--- config.mk ---
export PLATFORM = sky130hd
export DESIGN_NAME = branch_redirect_ctrl
export DESIGN_NICKNAME = d
export VERILOG_FILES = /design/src/rtl/branch_redirect_ctrl.sv
export SDC_FILE = /design/constraint.sdc
export NUM_CORES = 1
export LEC_CHECK = 0
export ABC_AREA = 1
export CAP_MARGIN = 10
export CORE_MARGIN = 3
export CORE_UTILIZATION = 35
export CTS_CLUSTER_SIZE = 25
export DETAILED_ROUTE_END_ITERATION = 16
export DONT_BUFFER_PORTS = 1
export HOLD_SLACK_MARGIN = 0.12
export PLACE_DENSITY = 0.51
export SETUP_SLACK_MARGIN = 0.2
export SYNTH_ARGS = -nofsm -noshare
export SYNTH_HDL_FRONTEND = slang
export SYNTH_SLANG_ARGS = --single-unit
--- constraint.sdc ---
create_clock -name clk -period 2.1 [get_ports clk]
set_clock_uncertainty 0.2 [all_clocks]
set_input_delay 0.63 -clock clk [delete_from_list [all_inputs] [get_ports clk]]
set_output_delay 0.63 -clock clk [all_outputs]
set_load 0.02 [all_outputs]
--- src/rtl/branch_redirect_ctrl.sv ---
// Control-flow resolution between decode and the PC-source mux: evaluates one
// branch/jump, offers the target to the PC register, then holds a timed flush.
module branch_redirect_ctrl #(
  parameter int unsigned FLUSH_CYCLES = 2,
  parameter int unsigned CNT_W        = 16
) (
  input  logic             clk,
  input  logic             reset,
  input  logic             br_valid_i,
  output logic             br_ready_o,
  input  logic [2:0]       br_type_i,
  input  logic [31:0]      pc_plus4_i,
  input  logic [15:0]      imm_i,
  input  logic [25:0]      jaddr_i,
  input  logic [31:0]      rs_data_i,
  input  logic [31:0]      rt_data_i,
  output logic             redirect_valid_o,
  output logic [31:0]      redirect_pc_o,
  input  logic             redirect_ack_i,
  output logic             flush_o,
  output logic             link_we_o,
  output logic [31:0]      link_data_o,
  output logic             align_err_o,
  output logic [CNT_W-1:0] taken_cnt_o
);

  localparam logic [1:0] ST_IDLE     = 2'd0;
  localparam logic [1:0] ST_EVAL     = 2'd1;
  localparam logic [1:0] ST_REDIRECT = 2'd2;
  localparam logic [1:0] ST_FLUSH    = 2'd3;

  localparam logic [2:0] BT_BEQ = 3'd1;
  localparam logic [2:0] BT_BNE = 3'd2;
  localparam logic [2:0] BT_J   = 3'd3;
  localparam logic [2:0] BT_JAL = 3'd4;
  localparam logic [2:0] BT_JR  = 3'd5;

  localparam logic [3:0]       FLUSH_LOAD = 4'(FLUSH_CYCLES);
  localparam logic [CNT_W-1:0] CNT_MAX    = {CNT_W{1'b1}};

  logic [1:0]       state_r;
  logic [1:0]       next_state_s;
  logic [2:0]       type_r;
  logic [31:0]      pc_plus4_r;
  logic [15:0]      imm_r;
  logic [25:0]      jaddr_r;
  logic [31:0]      rs_r;
  logic [31:0]      rt_r;
  logic [31:0]      target_r;
  logic [31:0]      target_s;
  logic             taken_s;
  logic [3:0]       flush_cnt_r;
  logic [CNT_W-1:0] taken_cnt_r;
  logic             accept_s;
  logic             ack_s;

  // Word-aligned PC-relative target; the add wraps at 32 bits.
  function automatic logic [31:0] rel_target(input logic [31:0] pc, input logic [15:0] imm);
    return pc + {{14{imm[15]}}, imm, 2'b00};
  endfunction

  assign accept_s = (state_r == ST_IDLE) && br_valid_i;
  assign ack_s    = (state_r == ST_REDIRECT) && redirect_ack_i;

  // Taken decision and target selection from the captured request.
  always_comb begin
    taken_s  = 1'b0;
    target_s = 32'd0;
    case (type_r)
      BT_BEQ: begin
        taken_s  = (rs_r == rt_r);
        target_s = rel_target(pc_plus4_r, imm_r);
      end
      BT_BNE: begin
        taken_s  = (rs_r != rt_r);
        target_s = rel_target(pc_plus4_r, imm_r);
      end
      BT_J, BT_JAL: begin
        taken_s  = 1'b1;
        target_s = {pc_plus4_r[31:28], jaddr_r, 2'b00};
      end
      BT_JR: begin
        taken_s  = 1'b1;
        target_s = {rs_r[31:2], 2'b00};
      end
      default: begin
        taken_s  = 1'b0;
        target_s = 32'd0;
      end
    endcase
  end

  // Next-state logic.
  always_comb begin
    next_state_s = state_r;
    case (state_r)
      ST_IDLE: begin
        if (br_valid_i) next_state_s = ST_EVAL;
        else            next_state_s = ST_IDLE;
      end
      ST_EVAL: begin
        if (taken_s) next_state_s = ST_REDIRECT;
        else         next_state_s = ST_IDLE;
      end
      ST_REDIRECT: begin
        if (redirect_ack_i) next_state_s = ST_FLUSH;
        else                next_state_s = ST_REDIRECT;
      end
      ST_FLUSH: begin
        if (flush_cnt_r <= 4'd1) next_state_s = ST_IDLE;
        else                     next_state_s = ST_FLUSH;
      end
      default: next_state_s = ST_IDLE;
    endcase
  end

  // State register.
  always_ff @(posedge clk or negedge reset) begin
    if (!reset) state_r <= ST_IDLE;
    else        state_r <= next_state_s;
  end

  // Request capture on accept; held untouched until the next accept.
  always_ff @(posedge clk or negedge reset) begin
    if (!reset) begin
      type_r     <= 3'd0;
      pc_plus4_r <= 32'd0;
      imm_r      <= 16'd0;
      jaddr_r    <= 26'd0;
      rs_r       <= 32'd0;
      rt_r       <= 32'd0;
    end else if (accept_s) begin
      type_r     <= br_type_i;
      pc_plus4_r <= pc_plus4_i;
      imm_r      <= imm_i;
      jaddr_r    <= jaddr_i;
      rs_r       <= rs_data_i;
      rt_r       <= rt_data_i;
    end
  end

  // Target is latched in EVAL so redirect_pc_o stays steady while waiting for ack.
  always_ff @(posedge clk or negedge reset) begin
    if (!reset)                    target_r <= 32'd0;
    else if (state_r == ST_EVAL)   target_r <= target_s;
  end

  // Flush timer: loaded on ack, counts down through FLUSH.
  always_ff @(posedge clk or negedge reset) begin
    if (!reset)                                       flush_cnt_r <= 4'd0;
    else if (ack_s)                                   flush_cnt_r <= FLUSH_LOAD;
    else if (state_r == ST_FLUSH && flush_cnt_r != 4'd0) flush_cnt_r <= flush_cnt_r - 4'd1;
  end

  // Saturating count of acknowledged redirects.
  always_ff @(posedge clk or negedge reset) begin
    if (!reset)                            taken_cnt_r <= {CNT_W{1'b0}};
    else if (ack_s && taken_cnt_r != CNT_MAX) taken_cnt_r <= taken_cnt_r + {{(CNT_W-1){1'b0}}, 1'b1};
  end

  assign br_ready_o       = (state_r == ST_IDLE);
  assign redirect_valid_o = (state_r == ST_REDIRECT);
  assign redirect_pc_o    = (state_r == ST_REDIRECT) ? target_r : 32'd0;
  assign flush_o          = (state_r == ST_FLUSH);
  assign link_we_o        = (state_r == ST_EVAL) && (type_r == BT_JAL);
  assign link_data_o      = link_we_o ? pc_plus4_r : 32'd0;
  assign align_err_o      = (state_r == ST_EVAL) && (type_r == BT_JR) && (rs_r[1:0] != 2'b00);
  assign taken_cnt_o      = taken_cnt_r;

endmodule

==> key figures, run 1 <==
Synth
  – Share of the synthesized area in the top cell type: 43.4%
  – Most used DFF post-synth: sky130_fd_sc_hd__dfrtp_1
  – Leading post-synthesis cells by instance count: sky130_fd_sc_hd__nand2_1, sky130_fd_sc_hd__dfrtp_1, sky130_fd_sc_hd__inv_1
  – Syn Nets: 1537
  – Synthesized flop and latch total: a little under 200
  – Syn Std Cell Area: 11200 sq um
  – Number of enable-type register cells in the synthesized netlist: 0
  – Most common cell in the netlist: sky130_fd_sc_hd__nand2_1
  – Share of flip-flops with an asynchronous set or reset: 100%
  – Share of synthesized area occupied by flip-flops and latches: 43.4%
  – Top cells by area, synth: sky130_fd_sc_hd__dfrtp_1, sky130_fd_sc_hd__nand2_1, sky130_fd_sc_hd__mux2_2, sky130_fd_sc_hd__inv_1, sky130_fd_sc_hd__nor2_1
  – Number of warnings issued by yosys: 0
  – Cell type contributing the most total cell area after synthesis: sky130_fd_sc_hd__dfrtp_1
  – Post-synthesis average cell area: around 8.3 sq um
  – Count of different cell masters after synthesis: 43
  – Gate count after technology mapping: roughly 1400

Drt
  – Count of nets left with antenna violations after detail routing: 0
  – Detailed-route DRC error count: 0
  – Iter 0 DRT Violations: 455
  – Average wire per cell in the routed design: ~18 um
  – Wirelength, routed: approximately 38000 um
  – Count of vias placed by the detailed router: ~10000
  – Router iterations before antenna repair: 5
  – Vias per inst: 4.88

GRT
  – Grt ovf: 0
  – Global-route wire length before repair: 56400 um
  – All-layer global routing usage: around a fifth
  – Antenna violations before repair: 1
  – Vias in the first global route: about 11000
  – Largest net degree at the start of global routing: 196

Placed design
  – Half-perimeter wire length after detailed placement: 25000 um
  – Placed Cells: 1867
  – Quantity of I/O buffers inserted on ports: 0
  – Last weighted congestion value of the routability-driven placer: about 0.91

Finish
  – Post-route non-filler standard cell count: 2102
  – Number of filler instances in the final layout: 2611
  – Layout Area Growth over Synthesis: 62.1%
  – Fraction of final layout cells sized beyond drive strength 1: approximately 46%
  – Net total in the final layout: ~1900
  – Number of antenna repair diodes: 0
  – Core occupancy in the finished layout: 58.6%

Clocking
  – # H-tree levels: 4
  – Number of sinks driven by the clock tree: 195
  – TritonCTS clock tree: built
  – Max Buffers Root-to-Sink: 2
  – Number of buffers created by CTS: 17
  – Clock latency of the later-clocked register in the worst-skew pair: between 0.4 and 0.5 ns
  – Clock transition time at the flip-flop clock pins of the worst setup and hold paths: 0.08 ns
  – Root Buffer: sky130_fd_sc_hd__clkbuf_16

Worst setup path
  – Critical path required time: 1.27 ns
  – Path type of the worst setup path: reg -> out
  – Data arrival time at the worst-slack endpoint: 1.70 ns
  – Critical path peak fanout: 14
  – Kind of start point of the critical path: register
  – Endpoint type of the worst setup path: primary output

Floorplanning
  – Std-Cell Core Area: 31100 sq um
  – Horizontal die dimension: 185 um
  – Number of placed I/O pins: 230
  – Vert. Die Dim: 185 um
  – Floorplan die area: 34300 sq um
  – Starting Density: 36.2%
  – Placement row count: between 60 and 70

Power
  – Static power due to leakage: 8.30 nW
  – Peak supply drop: 0.000820 V
  – Power Density: 1830 nW/um^2

Hold path
  – Worst hold path type: in -> async

Timing
  – Headroom to the max-slew limit: 51.3%
  – Fraction of the cycle the final worst path needs: 121%
  – Final count of negative-setup-slack endpoints: 88
  – Hold Slack: -0.322 ns
  – Hold violation count in the final report: 195
  – Unrepaired setup endpoints after global routing: true
  – Minimum clock period: 2.53 ns
  – Worst Tran Pin Value: about 0.73 ns
  – Maximum operating frequency: roughly 0.4 GHz
  – Count of final max-slew check failures: 0
  – Final worst-path setup slack: -0.435 ns

Run
  – Count of max-cap constraint violations: 0

Status
  – Failing checks: negative hold slack, negative setup slack
  – Status: complete, but fails checks
## worst paths after layout
check	from	end	slack (ns)	depth (start not counted)
worst max-delay path	type_r[0]$_DFFE_PN0P_	link_data_o[31]	-0.43	5
worst max register to register	pc_plus4_r[2]$_DFFE_PN0P_	target_r[6]$_DFFE_PN0N_	-0.21	11
worst min-delay path	reset	pc_plus4_r[25]$_DFFE_PN0P_	-0.32	0
worst min register to register	target_r[27]$_DFFE_PN0N_	target_r[27]$_DFFE_PN0N_	0.28	2
min in group clk	rs_data_i[4]	rs_r[4]$_DFFE_PN0P_	0.14	2
max in group asynchronous	reset	pc_plus4_r[3]$_DFFE_PN0P_	1.41	0
## where the power goes
group          internal [mW]  switching [mW]  total [mW]
logic                   10.7            12.3        23.0
clock network           1.72            1.72        3.43
registers               5.46            1.37        6.82
## registers in the layout (all words and copies together) (netlist names)
name and cells:
imm_r 16, flush_cnt_r 4, rt_r 32, state_r 2, type_r 3, rs_r 32
target_r 32, taken_cnt_o 16, pc_plus4_r 32, jaddr_r 26
## repair_timing
| item | in CTS | in global routing |
|---|---|---|
| endpoints found under the hold margin | 324 | 201 |
| hold buffers | 129 | 6 |
| pin swaps | 129 | 109 |
| endpoints found under the setup margin | 107 | 240 |
| gates resized for setup | 359 | 173 |
| buffers inserted | 26 | 24 |
| gates cloned | 3 | 15 |
## critical path, stage by stage (launching register included)
cell	delay (ns)
sky130_fd_sc_hd__dfrtp_1	0.43
sky130_fd_sc_hd__nor3_4	0.25
sky130_fd_sc_hd__nand2_4	0.13
sky130_fd_sc_hd__buf_12	0.19
sky130_fd_sc_hd__nor2_2	0.11
sky130_fd_sc_hd__buf_6	0.12
## placed cells by master (no fill, tap or decap), types with 22 or more instances in the layout
| master | Yosys | final |
|---|---|---|
| sky130_fd_sc_hd__a21oi_1 | 71 | 40 |
| sky130_fd_sc_hd__dfrtp_1 | 195 | 187 |
| sky130_fd_sc_hd__nand2_2 | 7 | 62 |
| sky130_fd_sc_hd__inv_2 | 9 | 29 |
| sky130_fd_sc_hd__nand3_1 | 54 | 27 |
| sky130_fd_sc_hd__nor2_1 | 167 | 54 |
| sky130_fd_sc_hd__nand2_1 | 318 | 222 |
| sky130_fd_sc_hd__buf_4 | 2 | 120 |
| sky130_fd_sc_hd__inv_1 | 183 | 155 |
| sky130_fd_sc_hd__clkbuf_16 | 0 | 26 |
| sky130_fd_sc_hd__nand2_4 | 0 | 41 |
| sky130_fd_sc_hd__dlygate4sd3_1 | 0 | 135 |
| sky130_fd_sc_hd__ha_4 | 0 | 28 |
| sky130_fd_sc_hd__mux2_2 | 96 | 94 |
| sky130_fd_sc_hd__a21oi_2 | 3 | 29 |
| sky130_fd_sc_hd__xnor2_1 | 26 | 22 |
| sky130_fd_sc_hd__buf_6 | 5 | 64 |
| sky130_fd_sc_hd__nor2_4 | 5 | 108 |
## cells by family (layout without fill, tap and decap cells)
kind of cell / after synthesis / after routing / share of synthesized area, %
fa+ha+maj: 34 / 34 / 3.85
flops: 195 / 195 / 43.4
compound gates: 155 / 155 / 8.64
xor+xnor: 44 / 44 / 3.43
buf+inv: 232 / 577 / 8.39
simple gates: 602 / 605 / 22.6
mux: 96 / 96 / 9.62
## final cells by class
class                           count  area (sq um)  share of cell area (%)
Clock buffer                       17           425                    2.34
Clock inverter                     15           183                    1.00
Inverter                          192           748                    4.11
Multi-Input combinational cell    934          7720                    42.4
Sequential cell                   195          4890                    26.9
Tap cell                          396           495                    2.72
Timing Repair Buffer              353          3740                    20.6
## per-layer routing
layer / routed length [um] / track usage, %
met2: 18700 / 36.1
met3: 1690 / 4.67
met5: 7 / 0
met4: 598 / 5.07
met1: 16800 / 27.4
## stage by stage
| stage | total power, mW | TNS, ns | worst slack, ns | area (sq um) |
|---|---|---|---|---|
| after floorplan | 16.5 | 0 | 0.0593 | 11800 |
| after global placement | 21.8 | -2.92 | -0.188 | 13300 |
| after detailed placement | 22.0 | -3.61 | -0.263 | 13300 |
| after CTS | 30.6 | -25.83 | -0.436 | 17000 |
| after global routing | 35.6 | -34.15 | -0.494 | 18200 |
| final | 33.3 | -27.00 | -0.435 | 18200 |
(Power assumes the default switching activity.)
==> run 2: changes to the inputs <==
CORE_ASPECT_RATIO = 0.6   (was not set)
==> key figures, run 2 (synthesis results as in run 1) <==
Status
  – Status: complete, but fails checks
  – Failing checks: negative hold slack, negative setup slack

Worst setup path
  – Critical path required time: 1.27 ns
  – Data arrival time at the worst-slack endpoint: between 1.5 and 2 ns
  – Kind of start point of the critical path: register
  – Crit Reg-Reg Startpoint: state_r[0]$_DFF_PN0_
  – Peak per-stage delay on the critical path: 0.40 ns
  – Critical path peak fanout: 15
  – Path type of the worst setup path: reg -> out
  – Cells along the critical path: buf_6 -> nor2_4 -> clkinv_4 -> buf_12 -> nor2_1 -> buf_4
  – Reg-to-reg setup timing slack: -0.45 ns
  – Worst reg-to-reg path cell count: 14
  – Endpoint type of the worst setup path: primary output
  – CP max-delay cell: sky130_fd_sc_hd__dfrtp_1
  – RR Endpoint: taken_cnt_o[7]$_DFFE_PN0P_

Timing
  – Unrepaired setup endpoints after global routing: true
  – Minimum clock period: between 2 and 3 ns
  – Maximum operating frequency: approximately 0.39 GHz
  – Worst Tran Pin Value: around 0.56 ns
  – Headroom to the max-slew limit: 62.1%
  – Fraction of the cycle the final worst path needs: 122%
  – Final worst-path setup slack: -0.464 ns
  – Final count of negative-setup-slack endpoints: 109
  – Hold violation count in the final report: 195
  – Summed negative setup slack over all endpoints: -35.17 ns
  – Hold Slack: -0.346 ns
  – Count of final max-slew check failures: 0

Drt
  – Count of nets left with antenna violations after detail routing: 0
  – Wirelength, routed: 40100 um
  – Router iterations before antenna repair: 7
  – Vias per inst: about 4.9
  – Count of vias placed by the detailed router: 10500
  – Iter 0 DRT Violations: 644
  – Average wire per cell in the routed design: 18.6 um
  – Detailed-route DRC error count: 0

Finish
  – Number of antenna repair diodes: 0
  – Core occupancy in the finished layout: around three fifths
  – Most common library cell in the layout ignoring fill and taps: sky130_fd_sc_hd__nand2_1
  – Fraction of final layout cells sized beyond drive strength 1: 45.8%
  – Net total in the final layout: ~1900
  – Layout Area Growth over Synthesis: 63.6%
  – Highest-count cells in the layout ignoring fill and taps: sky130_fd_sc_hd__nand2_1, sky130_fd_sc_hd__dfrtp_1, sky130_fd_sc_hd__inv_1
  – Post-route non-filler standard cell count: 2159
  – Area of all placed cells without fillers: 18400 sq um

Floorplanning
  – Starting Density: 35.8%
  – Std-Cell Core Area: 31400 sq um
  – Placement row count: 50
  – Vert. Die Dim: 145 um
  – Horizontal die dimension: roughly 240 um
  – Floorplan die area: 34400 sq um
  – Number of placed I/O pins: 230

GRT
  – Vias in the first global route: around 10000
  – Antenna violations before repair: 0
  – Grt ovf: 0
  – All-layer global routing usage: 22.5%
  – Largest net degree at the start of global routing: 196
  – Global-route wire length before repair: 59300 um

Placed design
  – Half-perimeter wire length after detailed placement: between 20000 and 30000 um
  – Placed Cells: 1902
  – Placed Area: 13400 sq um
  – Quantity of I/O buffers inserted on ports: 0
  – Minimum setup slack after placement: -0.728 ns
  – Last weighted congestion value of the routability-driven placer: a little under 0.9

Clocking
  – Clock latency of the later-clocked register in the worst-skew pair: approximately 0.46 ns
  – # H-tree levels: 4
  – Number of sinks driven by the clock tree: 195
  – Number of buffers created by CTS: 17
  – Clock transition time at the flip-flop clock pins of the worst setup and hold paths: approximately 0.08 ns
  – Max Buffers Root-to-Sink: 2
  – Root Buffer: sky130_fd_sc_hd__clkbuf_16
  – TritonCTS clock tree: built

Power
  – Part of the power in combinational logic: 69.9%
  – Power Density: 1870 nW/um^2
  – Part of the total power dissipated in sequential elements: 20.1%
  – Cell Int Power: around 19 mW
  – Static power due to leakage: 8.49 nW
  – Relative contribution of the clock network to total power: 10.0%
  – Total Power Consumption: 34.4 mW
  – Power spent charging and discharging nets: 15.9 mW
  – Net switching fraction of the power: 46.1%
  – Peak supply drop: 0.000888 V

Hold path
  – Worst hold path type: in -> async

Run
  – Count of max-cap constraint violations: 0
run 2: per-layer routing:
layer	global-route usage, %	part of all wire (%)
met1	32.5	49
met2	35.4	45
met3	4.03	4.3
met4	5.24	1.8
met5	0	0
run 2: repair_timing:
item / 4_1_cts / 5_1_grt
setup endpoints to repair: 172 / 174
endpoints found under the hold margin: 320 / 196
cloned: 8 / 7
pin swaps: 101 / 123
hold buffers: 125 / 1
resized for setup: 320 / 202
buffers inserted: 44 / 40
run 2: layout make-up:
class / instances / area [sq um]
clock buffers: 18 / 439
clock inverters: 14 / 160
fillers: 2753 / 13000
inverters: 192 / 763
multi-input cells: 935 / 7590
flip-flops and latches: 195 / 4880
well taps: 416 / 520
repair buffers: 389 / 4020
run 2: how the worst max path moves through the flow:
stage / from / to / slack (ns) / cells past startpoint
floorplan: type_r[2]$_DFFE_PN0P_ / link_data_o[12] / 0.06 / 5
global placement: imm_r[15]$_DFFE_PN0P_ / target_r[21]$_DFFE_PN0N_ / -0.64 / 12
detailed placement: imm_r[15]$_DFFE_PN0P_ / target_r[21]$_DFFE_PN0N_ / -0.73 / 12
CTS: state_r[0]$_DFF_PN0_ / link_data_o[7] / -0.45 / 7
global route: state_r[0]$_DFF_PN0_ / redirect_pc_o[0] / -0.59 / 6
finish: state_r[0]$_DFF_PN0_ / redirect_pc_o[0] / -0.46 / 6
run 2: critical path: cells and delay by family (launching register included):
kind | cells | cell delay [ns]
AND/OR/NAND/NOR | 2 | 0.25
buffers and inverters | 4 | 0.62
flip-flops | 1 | 0.40
run 2: power by group through the flow:
stage / Combinational [mW] / Clock (mW) / Sequential, mW
2_1_floorplan: 10.1 / 0 / 6.45
3_3_place_gp: 15.4 / 0 / 6.72
3_5_place_dp: 15.5 / 0 / 6.76
4_1_cts: 20.7 / 3.55 / 6.87
5_1_grt: 25.9 / 3.69 / 7.13
6_report: 24.1 / 3.46 / 6.92
==> run 3: changes to the inputs <==
CAP_MARGIN = not set   (was 10)
==> results of run 3 <==
The final DEF is identical to that of run 2; final timing and power are the same.
